## src/rtl/cia_eclk_arbiter.sv

```systemverilog
// rtl/cia_eclk_arbiter.sv - two-requester arbiter and E-clock bus-cycle sequencer for the CIA bus
//
// Grants requester A (CPU bridge) or B (host/debug bridge), aligns the access
// to the one-hot E-clock phase and drives the CIA select/strobe outputs.
//
// Ports:
//   clk_28, reset_n         system clock, asynchronous active-low reset
//   clk7_en                 7 MHz enable; the sequencer only moves on these edges
//   eclk[9:0]               one-hot E-clock phase from the clock generator
//   req/rw/addr/wdata _a/_b requester side (level request, held until ack)
//   ack_a, ack_b            one-cycle completion pulses
//   rdata                   last read data, valid from ack
//   cia_cs_n, cia_rs, cia_rw, cia_wdata, cia_e   CIA bus outputs
//   cia_rdata               CIA read data
module cia_eclk_arbiter (
  input  logic       clk_28,
  input  logic       reset_n,
  input  logic       clk7_en,
  input  logic [9:0] eclk,
  input  logic       req_a,
  input  logic       req_b,
  input  logic       rw_a,
  input  logic       rw_b,
  input  logic [4:0] addr_a,
  input  logic [4:0] addr_b,
  input  logic [7:0] wdata_a,
  input  logic [7:0] wdata_b,
  output logic       ack_a,
  output logic       ack_b,
  output logic [7:0] rdata,
  output logic [1:0] cia_cs_n,
  output logic [3:0] cia_rs,
  output logic       cia_rw,
  output logic [7:0] cia_wdata,
  input  logic [7:0] cia_rdata,
  output logic       cia_e
);

  typedef enum logic [1:0] {IDLE, WAIT, SETUP, EHIGH} state_t;

  state_t     state;
  logic       gnt_b;      // requester owning the current access
  logic       last_b;     // last completed access went to B
  logic       sel_cia_b;  // latched addr[4] of the current access
  logic [3:0] ph;
  logic       ph_valid;
  logic       pick_b;

  // Lowest set bit of eclk wins, so a malformed multi-hot value still
  // resolves to a single phase.
  always_comb begin
    ph = 4'd0;
    for (int i = 9; i >= 0; i--) begin
      if (eclk[i]) ph = i[3:0];
    end
  end

  assign ph_valid = |eclk;

  // Under contention the requester that did not win last time is chosen.
  assign pick_b = req_b && (!req_a || !last_b);

  always_ff @(posedge clk_28 or negedge reset_n) begin
    if (!reset_n) begin
      state     <= IDLE;
      gnt_b     <= 1'b0;
      last_b    <= 1'b1;
      sel_cia_b <= 1'b0;
      ack_a     <= 1'b0;
      ack_b     <= 1'b0;
      rdata     <= 8'h00;
      cia_cs_n  <= 2'b11;
      cia_rs    <= 4'h0;
      cia_rw    <= 1'b1;
      cia_wdata <= 8'h00;
      cia_e     <= 1'b0;
    end else begin
      ack_a <= 1'b0;
      ack_b <= 1'b0;
      if (clk7_en && ph_valid) begin
        // E is registered, so it rises one phase after the p=5 edge.
        cia_e <= (ph >= 4'd5) && (ph <= 4'd8);
        case (state)
          IDLE: begin
            if (req_a || req_b) begin
              gnt_b     <= pick_b;
              cia_rw    <= pick_b ? rw_b : rw_a;
              cia_rs    <= pick_b ? addr_b[3:0] : addr_a[3:0];
              sel_cia_b <= pick_b ? addr_b[4] : addr_a[4];
              cia_wdata <= pick_b ? wdata_b : wdata_a;
              state     <= WAIT;
            end
          end
          WAIT: begin
            if (ph == 4'd2) begin
              cia_cs_n <= sel_cia_b ? 2'b01 : 2'b10;
              state    <= SETUP;
            end
          end
          SETUP: begin
            if (ph == 4'd5) state <= EHIGH;
          end
          EHIGH: begin
            if (ph == 4'd9) begin
              if (cia_rw) rdata <= cia_rdata;
              ack_a    <= !gnt_b;
              ack_b    <= gnt_b;
              cia_cs_n <= 2'b11;
              last_b   <= gnt_b;
              state    <= IDLE;
            end
          end
          default: state <= IDLE;
        endcase
      end
    end
  end

endmodule

```

## config.mk

```make
export PLATFORM = sky130hd
export DESIGN_NAME = cia_eclk_arbiter
export DESIGN_NICKNAME = d
export VERILOG_FILES = /design/src/rtl/cia_eclk_arbiter.sv
export SDC_FILE = /design/constraint.sdc
export NUM_CORES = 1
export LEC_CHECK = 0
export ABC_AREA = 1
export BUFFER_PORTS_ARGS = -buffer_cell sky130_fd_sc_hd__buf_4
export CORE_ASPECT_RATIO = 0.9
export CORE_MARGIN = 2
export CORE_UTILIZATION = 40
export CTS_BUF_LIST = sky130_fd_sc_hd__clkbuf_4 sky130_fd_sc_hd__clkbuf_8
export DETAILED_ROUTE_END_ITERATION = 8
export HOLD_SLACK_MARGIN = 0.12
export PLACE_DENSITY = 0.72
export SYNTH_ARGS = -nofsm -noshare
export SYNTH_HDL_FRONTEND = slang
export SYNTH_SLANG_ARGS = --single-unit
```

## constraint.sdc

```tcl
create_clock -name clk_28 -period 1.5 [get_ports clk_28]
set_input_delay 0.15 -clock clk_28 [delete_from_list [all_inputs] [get_ports clk_28]]
set_output_delay 0.15 -clock clk_28 [all_outputs]
set_load 0.05 [all_outputs]
```

==> metrics.yaml <==
post_drt_wl_per_cell_um: 12.0
total_leakage_power_nw: 1.42
ys_seq_area_share_pct: 44.3
cap_violations: 0
detail_route.first_pass.iterations: 4
drt_wl_total_um: 4390
avgViaCountPerCell: 4.71
hpwl_um: 3120
grt_first_pass_wirelength_um: 6930
path_common_cell: "inv_1"
stdcell_area_um2: 2670
numCtsBuffers: 5
hold_violations: 0
fin_crit_sh_pct: 93.6
synth.distinct_cells: 30
relSlewSlack_pct: 74.7
core_area_um2: 4160
diodes: 0
setup_viol: 0
nets: 359
n_fill_cell: 372
postCtsSetupRepairBufs: 0
clockBufferDepth: 2
final_util_pct: 64.2
cp_slowest_cell: "dfrtp_1"
tns_ns: 0
critical_path_class: "reg2reg"
drv_slew: 0
crit_path_end_kind: "flip-flop"
finalPower_mw: 4.23
die_area_um2: 4960
row_count: 22
area_delta_synth_final_pct: 51.5
tightestPinTransition_ns: 0.379
netlist_area_um2: 1760
worstSkewPairLatency_ns: 0.28
avgSynthCellArea_um2: 8.52
r2r-end: "cia_wdata[1]"
gp_congestion: 0.750
die_h_um: 67.0
start_kind: "flip-flop"
synthCells: 207
fmax_mhz: 712
skew_ns: 0.00430
initial_core_util_pct: 42.4
ys_seq_elements: 31
antenna_found_initial: 0
setup.worst_path.start: "state[0]"
worstPathRequired_ns: 1.69
io_buffers: 76
drive_gt1_share_pct: 44.1
status: "finished clean"
drtIter0Drc: 48
whs_path_depth: 3
crit_fanout: 28
grt_pass1_vias: 1618
min_path_type: "in2reg"
grt_start_max_net_pins: 32
grtUsageTotal_pct: 18.5
cts_tree: "built"
clock-sinks: 31
drc_errors: 0
timing.rr.start: "state[0]"
ios: 77
path_cells: "inv_1 -> ha_1 -> inv_1 -> nor3_4 -> inv_6 -> o31ai_1"
vdd_drop_max_mv: 1.13
rrSetupSlack_ns: 0.1
dpl_cell_area_um2: 2440
synth_nets: 263
die_w_um: 74.0
vias: 1715
final_antenna_net_count: 0
rsz0062_at_grt: "false"
overflow: 0
hp-start: "addr_b[4]"
power_density_nw_per_um2: 1590
synth_warnings: 0
reg2reg_depth: 6
whs_ns: 0.153
cp.arrival_ns: 1.59
htreeDepth: 2
clk_pin_slew_ns: 0.06
period_minus_slack_ns: 1.40
slowest_delay_ns: 0.39
clk_root_buffer_cell: "clkbuf_8"
hold_path_end: "sel_cia_b"
[report_power, final]
group / switching (mW) / internal (mW)
Clock: 0.306 / 0.537
Sequential: 0.188 / 1.12
Combinational: 1.34 / 0.742
Total: 1.83 / 2.40
[synth_stat cells]
master | count | share of area, %
nor3_1 | 1 | 0.28
nand3_1 | 13 | 3.7
o211ai_1 | 2 | 0.85
nand2_2 | 7 | 2.5
nand2_4 | 1 | 0.64
or2_2 | 2 | 0.71
dfstp_2 | 4 | 6.0
dfrtp_1 | 27 | 38
nand4_4 | 1 | 1.2
ha_1 | 5 | 3.5
and2_1 | 1 | 0.36
o31ai_2 | 5 | 3.5
o31ai_1 | 8 | 3.4
a21oi_1 | 15 | 4.3
nand3_2 | 1 | 0.57
nor2_1 | 19 | 4.0
nor2_2 | 1 | 0.36
buf_2 | 2 | 0.57
nor4_1 | 1 | 0.36
nand4_1 | 1 | 0.36
nand4_2 | 2 | 1.4
o21ai_0 | 3 | 0.85
clkbuf_1 | 3 | 0.64
inv_1 | 12 | 2.6
o21ai_2 | 1 | 0.50
nor3_4 | 3 | 2.8
buf_6 | 3 | 1.9
nor2_4 | 1 | 0.64
nand2_1 | 55 | 12
inv_2 | 7 | 1.5
[flip-flops by register name, summed over array words and instances, names as in the netlist]
signal,cells
last_b,1
cia_rw,1
cia_wdata,8
cia_e,1
ack_a,1
sel_cia_b,1
cia_cs_n,2
state,2
rdata,8
gnt_b,1
ack_b,1
cia_rs,4
[area by class of cell]
class                           instances  area [um^2]  share of cell area (%)
Multi-Input combinational cell        149          866                    32.4
Clock inverter                          2         35.0                    1.31
Timing Repair Buffer                   97          754                    28.3
Inverter                               19         76.3                    2.86
Tap cell                               60         75.1                    2.81
Sequential cell                        31          781                    29.2
Clock buffer                            6         82.6                    3.09
[logic make-up after synthesis]
family          share of synthesized area, %
compound gates                          13.4
fa+ha+maj                               3.55
buf+inv                                 7.17
flops                                   44.3
simple gates                            31.6
[cell usage in the layout, fill, tap and decap left out, types with 2 or more instances in the layout]
| master | instances |
|---|---|
| o31ai_2 | 6 |
| nand2_4 | 2 |
| dlygate4sd3_1 | 9 |
| dfrtp_1 | 27 |
| nand2_2 | 6 |
| a21oi_1 | 15 |
| o211ai_1 | 2 |
| o31ai_1 | 7 |
| o21ai_0 | 3 |
| nor3_4 | 3 |
| clkbuf_8 | 6 |
| inv_1 | 11 |
| nand2_1 | 55 |
| nand4_2 | 2 |
| or2_2 | 2 |
| dfstp_2 | 4 |
| inv_2 | 7 |
| nand3_1 | 13 |
| buf_4 | 87 |
| ha_1 | 5 |
| nor2_1 | 19 |
[stage by stage]
step	std cells	worst slack (ns)
floorplan	207	0.113
global placement	347	0.0179
detailed placement	347	-0.0306
CTS	364	0.00815
global route	364	0.00381
finish	364	0.0959
[critical path: cells and delay by family, from the launching register on]
kind	cells	cell delay [ns]
flops	1	0.39
simple gates	1	0.26
compound gates	1	0.22
buf+inv	3	0.29
fa+ha+maj	1	0.14
[worst max-delay path by stage]
stage	end	slack [ns]
floorplan	cia_rw	0.11
CTS	cia_wdata[3]	0.008
global route	cia_rs[1]	0.004
finish	cia_wdata[1]	0.1
detailed placement	cia_rs[0]	-0.03
global placement	cia_wdata[0]	0.02
[routing by layer]
metal | track usage, % | vias up | wire length, um
li1 | - | 875 | -
met1 | 22.1 | 791 | 1890
met5 | 0 | - | 0
met2 | 32.4 | 42 | 2230
met4 | 6.82 | 0 | 70
met3 | 4.24 | 7 | 197
[repair_timing]
action	CTS	global route
endpoints found under the hold margin	39	0
gates resized for setup	0	7
hold buffers	9	0
setup endpoints to repair	0	20
(Power assumes the default switching activity.)
